File: src/rtl/tmds_pkg.sv
// tmds_pkg: control-token constants shared with the transmit encoder and the rx alignment FSM state.
package tmds_pkg;
    // Control tokens indexed by {c1,c0}
    localparam logic [9:0] CTRL_TOKEN_00 = 10'b1101010100;
    localparam logic [9:0] CTRL_TOKEN_01 = 10'b0010101011;
    localparam logic [9:0] CTRL_TOKEN_10 = 10'b0101010100;
    localparam logic [9:0] CTRL_TOKEN_11 = 10'b1010101011;
    typedef enum logic [1:0] {SEARCH, SETTLE, LOCKED} rx_state_t;
endpackage

File: src/rtl/tmds_symbol_decode.sv
// tmds_symbol_decode: combinational 10b TMDS symbol -> control flag, control bits and data byte.
//   sym     in  10  raw aligned symbol, bit 0 first on the wire
//   is_ctrl out 1   sym is one of the four control tokens
//   ctrl    out 2   {c1,c0} of the matched token, 0 when not a token
//   data    out 8   data-period decode (meaningful only when is_ctrl=0)
module tmds_symbol_decode
    import tmds_pkg::*;
(
    input  logic [9:0] sym,
    output logic       is_ctrl,
    output logic [1:0] ctrl,
    output logic [7:0] data
);
    logic [7:0] t;
    assign t       = sym[9] ? ~sym[7:0] : sym[7:0];
    // sym[8] selects XOR (1) or XNOR (0) transition coding
    assign data    = {sym[8] ? t[7:1] ^ t[6:0] : ~(t[7:1] ^ t[6:0]), t[0]};
    assign is_ctrl = sym inside {CTRL_TOKEN_00, CTRL_TOKEN_01, CTRL_TOKEN_10, CTRL_TOKEN_11};
    assign ctrl    = sym == CTRL_TOKEN_01 ? 2'b01 :
                     sym == CTRL_TOKEN_10 ? 2'b10 :
                     sym == CTRL_TOKEN_11 ? 2'b11 : 2'b00;
endmodule

File: src/rtl/tmds_channel_rx.sv
// tmds_channel_rx: one TMDS lane receiver - bit-slip word alignment, lock tracking and symbol decode.
//   clk        in  1   pixel clock
//   rst_n      in  1   asynchronous active-low reset
//   sym_in     in  10  raw deserializer word
//   bitslip    out 1   one-cycle request to shift the deserializer word boundary
//   locked     out 1   lane aligned
//   de         out 1   data period
//   data       out 8   decoded pixel byte (valid when de=1)
//   ctrl       out 2   decoded {c1,c0} (valid when de=0)
//   slip_count out 4   slips since reset, wraps 9->0
module tmds_channel_rx
    import tmds_pkg::*;
#(
    parameter int CTRL_RUN_MIN   = 8,
    parameter int SEARCH_TIMEOUT = 1024,
    parameter int SLIP_SETTLE    = 16,
    parameter int MAX_DATA_RUN   = 1024
)(
    input  logic       clk,
    input  logic       rst_n,
    input  logic [9:0] sym_in,
    output logic       bitslip,
    output logic       locked,
    output logic       de,
    output logic [7:0] data,
    output logic [1:0] ctrl,
    output logic [3:0] slip_count
);
    localparam int RW = $clog2(CTRL_RUN_MIN > 1 ? CTRL_RUN_MIN : 2);
    localparam int TW = $clog2(SEARCH_TIMEOUT > 1 ? SEARCH_TIMEOUT : 2);
    localparam int SW = $clog2(SLIP_SETTLE > 1 ? SLIP_SETTLE : 2);
    localparam int DW = $clog2(MAX_DATA_RUN > 1 ? MAX_DATA_RUN : 2);

    logic          d_is_ctrl;
    logic [1:0]    d_ctrl;
    logic [7:0]    d_data;
    logic          s1_is_ctrl;
    logic [1:0]    s1_ctrl;
    logic [7:0]    s1_data;
    rx_state_t     state;
    logic [RW-1:0] run;
    logic [TW-1:0] tmo;
    logic [SW-1:0] settle;
    logic [DW-1:0] drun;

    tmds_symbol_decode u_dec (
        .sym     (sym_in),
        .is_ctrl (d_is_ctrl),
        .ctrl    (d_ctrl),
        .data    (d_data)
    );

    // Counters compare against limit-1 so the transition fires on the cycle the limit is reached
    always_ff @(posedge clk or negedge rst_n) begin
        if (!rst_n) begin
            s1_is_ctrl <= 1'b0;
            s1_ctrl    <= '0;
            s1_data    <= '0;
            de         <= 1'b0;
            data       <= '0;
            ctrl       <= '0;
            bitslip    <= 1'b0;
            locked     <= 1'b0;
            slip_count <= '0;
            state      <= SEARCH;
            run        <= '0;
            tmo        <= '0;
            settle     <= '0;
            drun       <= '0;
        end else begin
            s1_is_ctrl <= d_is_ctrl;
            s1_ctrl    <= d_ctrl;
            s1_data    <= d_data;
            de         <= locked & ~s1_is_ctrl;
            data       <= (locked & ~s1_is_ctrl) ? s1_data : '0;
            ctrl       <= !locked ? 2'b00 : s1_is_ctrl ? s1_ctrl : ctrl;
            bitslip    <= 1'b0;
            case (state)
                SEARCH: begin
                    run <= s1_is_ctrl ? run + 1'b1 : '0;
                    tmo <= tmo + 1'b1;
                    if (s1_is_ctrl && run == RW'(CTRL_RUN_MIN - 1)) begin
                        state  <= LOCKED;
                        locked <= 1'b1;
                        run    <= '0;
                        tmo    <= '0;
                        drun   <= '0;
                    end else if (tmo == TW'(SEARCH_TIMEOUT - 1)) begin
                        state      <= SETTLE;
                        bitslip    <= 1'b1;
                        slip_count <= slip_count == 4'd9 ? 4'd0 : slip_count + 4'd1;
                        run        <= '0;
                        tmo        <= '0;
                        settle     <= '0;
                    end
                end
                SETTLE: begin
                    settle <= settle + 1'b1;
                    if (settle == SW'(SLIP_SETTLE - 1)) begin
                        state <= SEARCH;
                        run   <= '0;
                        tmo   <= '0;
                    end
                end
                LOCKED: begin
                    drun <= s1_is_ctrl ? '0 : drun + 1'b1;
                    if (!s1_is_ctrl && drun == DW'(MAX_DATA_RUN - 1)) begin
                        state  <= SEARCH;
                        locked <= 1'b0;
                        run    <= '0;
                        tmo    <= '0;
                    end
                end
                default: state <= SEARCH;
            endcase
        end
    end
endmodule
File: config.mk
export PLATFORM = sky130hd
export DESIGN_NAME = tmds_channel_rx
export DESIGN_NICKNAME = d
export VERILOG_FILES = /design/src/rtl/tmds_pkg.sv /design/src/rtl/tmds_symbol_decode.sv /design/src/rtl/tmds_channel_rx.sv
export SDC_FILE = /design/constraint.sdc
export NUM_CORES = 1
export LEC_CHECK = 0
export CORE_ASPECT_RATIO = 2
export CORE_MARGIN = 1.5
export CORE_UTILIZATION = 57
export DETAILED_ROUTE_END_ITERATION = 8
export PLACE_DENSITY = 0.77
export SLEW_MARGIN = 25
export SYNTH_ARGS = -nofsm -noshare
export SYNTH_HDL_FRONTEND = slang
export SYNTH_SLANG_ARGS = --single-unit
File: constraint.sdc
create_clock -name clk -period 2.6 [get_ports clk]
set_input_delay 0.26 -clock clk [delete_from_list [all_inputs] [get_ports clk]]
set_output_delay 0.26 -clock clk [all_outputs]
set_load 0.05 [all_outputs]
==> reports/qor_table.md <==
| Metric | Reported | Unit |
| --- | --- | --- |
| Series of cell instances along the critical path | inv_1, ha_1, a21bo_2, nor4_4, buf_4, nor2_2, a211o_1 | - |
| Iteration-0 DRC Markers | 30 | - |
| Number of vias per cell | 5.93 | - |
| Number of failing hold endpoints at the final stage | 0 | - |
| Depth of the worst register-to-register path | 7 | - |
| Cell types occupying the most area after synthesis | dfrtp_1, ha_1, xnor2_1 | - |
| Setup repair after global routing missed its margin | no | - |
| Clock transition at the registers of the reported paths | 60 | ps |
| Total number of H-tree levels | 3 | - |
| Number of global-route vias before repair | 2212 | - |
| CP Data Required Time | 2820 | ps |
| Total via count in the routed design | 2158 | - |
| Run status | completed | - |
| Highest-count cells in the layout ignoring fill and taps | dfrtp_1, clkdlybuf4s50_1, nand3_1 | - |
| Layout cells sized above 1 | 0.117 | - |
| Synthesized instance count | 265 | - |
| Most frequent standard cell in the layout excluding fill and tap cells | dfrtp_1 | - |
| Mean cell area of the mapped netlist | 10.9 | µm² |
| Drt drc | 0 | - |
| Post-cts repair resize count | 0 | - |
| Clock Skew | 14.4 | ps |
| Endpoint arrival time on the critical path | 2420 | ps |
| Final-layout fill cell count | 361 | - |
| Count of buffers from port buffering | 28 | - |
| Overall routed net length | 5790 | µm |
| Headroom to the max-slew limit | 0.559 | - |
| Max Cap Viol | 0 | - |
| Post-DP HPWL | 4150 | µm |
| Dominant synthesized flop cell | dfrtp_1 | - |
| Leakage dissipation | 1.56 | nW |
| Post-DRT Antenna Nets | 0 | - |
| Net total in the final layout | 325 | - |
| Antenna violations before repair | 0 | - |
| Launching point of the worst reg2reg path | state[1]$_DFFE_PN0P_ | - |
| Worst-path cell with the longest stage delay | dfrtp_1 | - |
| Share of the clock period used by the worst path | 0.847 | - |
| Worst hold path endpoint | data[6]$_DFF_PN0_ | - |
| Max Clock Freq | 454 | MHz |
| Number of warnings printed during yosys synthesis | 0 | - |
| Overall die area | 5550 | µm² |
| Summed instance area of the synthesized netlist | 2900 | µm² |
| Post-Syn Nets | 288 | - |
| Average wire per standard cell | 15.9 | µm |
| Clock root buffer | clkbuf_8 | - |
| Area taken by multi-input logic gates | 1400 | µm² |
| Die Y-Extent | 104 | µm |
| Flop and latch count out of synthesis | 57 | - |
| Overall power consumption | 1.91 | mW |
| Clock tree from TritonCTS | yes | - |
| Final antenna diode count | 0 | - |
| RR Endpoint | settle[2]$_DFFE_PN0P_ | - |
| Worst hold start | s1_data[6]$_DFF_PN0_ | - |
| Area of all sequential standard cells | 1430 | µm² |
| Initial cell density of the core | 0.596 | - |
| Max-slew violation count | 0 | - |
| Worst Hold Path Cells | 1 | - |
| Register-to-Register Setup Slack | 400 | ps |
| Critical path launch point type | register | - |
| Setup violators final | 0 | - |
| CTS Buf Count | 9 | - |
| Setup tns final | 0 | ps |
| Count of boundary I/O pins | 29 | - |
| TritonRoute pass-1 iters | 4 | - |
| Area Overhead vs Synth | 20.0 | % |
| Max Buffers Root-to-Sink | 2 | - |
| Pin slew with the least headroom to its limit | 655 | ps |
| Biggest area consumer among synthesized cells | dfrtp_1 | - |
| GRT Total Usage | 0.246 | - |
| Chip width | 53.5 | µm |
| Total number of placement rows | 36 | - |
| Portion of synthesized cell area occupied by the leading cell type | 0.492 | - |
| Grt total ovfl | 0 | - |
| Clk sink count | 57 | - |
| Placeable core region | 4860 | µm² |
| Sequential element share of the synthesized area | 0.492 | - |
| Wire length of the first global-routing pass | 10000 | µm |
| Clk Latency, worst-skew pair | 340 | ps |
| Shortest period the worst path allows | 2200 | ps |
| Worst-case hold slack | 444 | ps |
| Synth unique cells | 56 | - |
| Critical Path End Type | register | - |
| IR Drop Worst-Case VDD | 0.460 | mV |
| Class of the most critical hold timing path | register to register | - |
| Type of the setup path with the least slack | register to register | - |
| Async set or reset register ratio after synthesis | 1.00 | - |
| Pwr dens | 550 | nW/µm² |
| Largest net degree at the start of global routing | 49 | - |
| Placer's final routability congestion estimate | 0.779 | - |
| Delay of the slowest critical-path stage | 410 | ps |
| Critical path fanouts, max | 11 | - |
| Post-synth EDFFs | 0 | - |
cells by family after synthesis:
| logic type | count (synthesis) | share of synthesized area |
|---|---|---|
| AO/OA/AOI/OAI | 63 | 0.158 |
| XOR/XNOR | 18 | 0.0543 |
| adder cells (fa/ha/maj) | 11 | 0.0474 |
| buffers and inverters | 19 | 0.0276 |
| flip-flops | 57 | 0.492 |
| multiplexers | 6 | 0.0216 |
| AND/OR/NAND/NOR | 91 | 0.199 |
worst max-delay path by stage:
stage               cells after the start               endpoint                 start  slack [ps]
floorplan                               6  settle[2]$_DFFE_PN0P_    run[0]$_DFFE_PN0P_         580
global placement                        7  settle[2]$_DFFE_PN0P_  state[0]$_DFFE_PN0P_         500
detailed placement                      7  settle[3]$_DFFE_PN0P_  state[1]$_DFFE_PN0P_         430
CTS                                     7  settle[2]$_DFFE_PN0P_  state[1]$_DFFE_PN0P_         390
global route                            7  settle[2]$_DFFE_PN0P_  state[1]$_DFFE_PN0P_         260
finish                                  7  settle[2]$_DFFE_PN0P_  state[1]$_DFFE_PN0P_         400
power breakdown:
group          switching (mW)  total, mW  internal (mW)  leakage [nW]
clock network           0.339      0.933          0.593         0.111
registers             0.00418      0.909          0.905         0.764
logic                  0.0388     0.0729         0.0340         0.685
critical path, delay by kind of cell (launching register included):
| kind | cells | cell delay [ps] |
|---|---|---|
| buffers and inverters | 2 | 320 |
| AND/OR/NAND/NOR | 2 | 350 |
| AO/OA/AOI/OAI | 2 | 610 |
| adder cells (fa/ha/maj) | 1 | 400 |
| flip-flops | 1 | 410 |
cells in the mapped netlist, drive strengths merged (5+ instances only):
cell and count:
nand2b 7, nand4 5, nor2 8, a31oi 5, xor2 6, xnor2 12, and3 5, nand2 10
and2 15, o21ai 14, nand3 17, ha 11, inv 11, nor3 6, nor2b 9, dfrtp 57
o2bb2ai 7, a21oi 9
layer usage:
metal  track usage  routed length, µm  up-vias
li1              -                  -     1044
met1         0.284               2270     1063
met2         0.403               3160       40
met3        0.0675                197       11
met4         0.115                163        0
met5             0                  0        -
registers in the layout (all words and copies together), names as in the netlist, 2 cells and up:
| register | flops |
|---|---|
| s1_ctrl | 2 |
| ctrl | 2 |
| data | 8 |
| s1_data | 8 |
| drun | 10 |
| run | 3 |
| settle | 4 |
| slip_count | 4 |
| state | 2 |
| tmo | 10 |
area by class of cell:
type / instances / share of cell area
flip-flops and latches: 57 / 0.410
multi-input cells: 189 / 0.401
repair buffers: 34 / 0.0934
clock buffers: 14 / 0.0467
well taps: 57 / 0.0205
clock inverters: 2 / 0.0172
inverters: 11 / 0.0119
per-stage QoR:
step,worst slack (ps),area [µm²],utilization,std cells
2_1_floorplan,581,2900,-,265
3_3_place_gp,500,3250,0.667,347
3_5_place_dp,431,3250,0.667,347
4_1_cts,392,3470,0.713,363
5_1_grt,256,3480,0.716,364
6_report,397,3480,0.716,364
what timing repair did:
| item | in CTS | in global routing |
|---|---|---|
| buffers inserted | 0 | 0 |
| hold buffers | 0 | 1 |
| hold endpoints to repair | 0 | 45 |
| setup endpoints to repair | 0 | 0 |
Power figures use the tool's default switching activity.
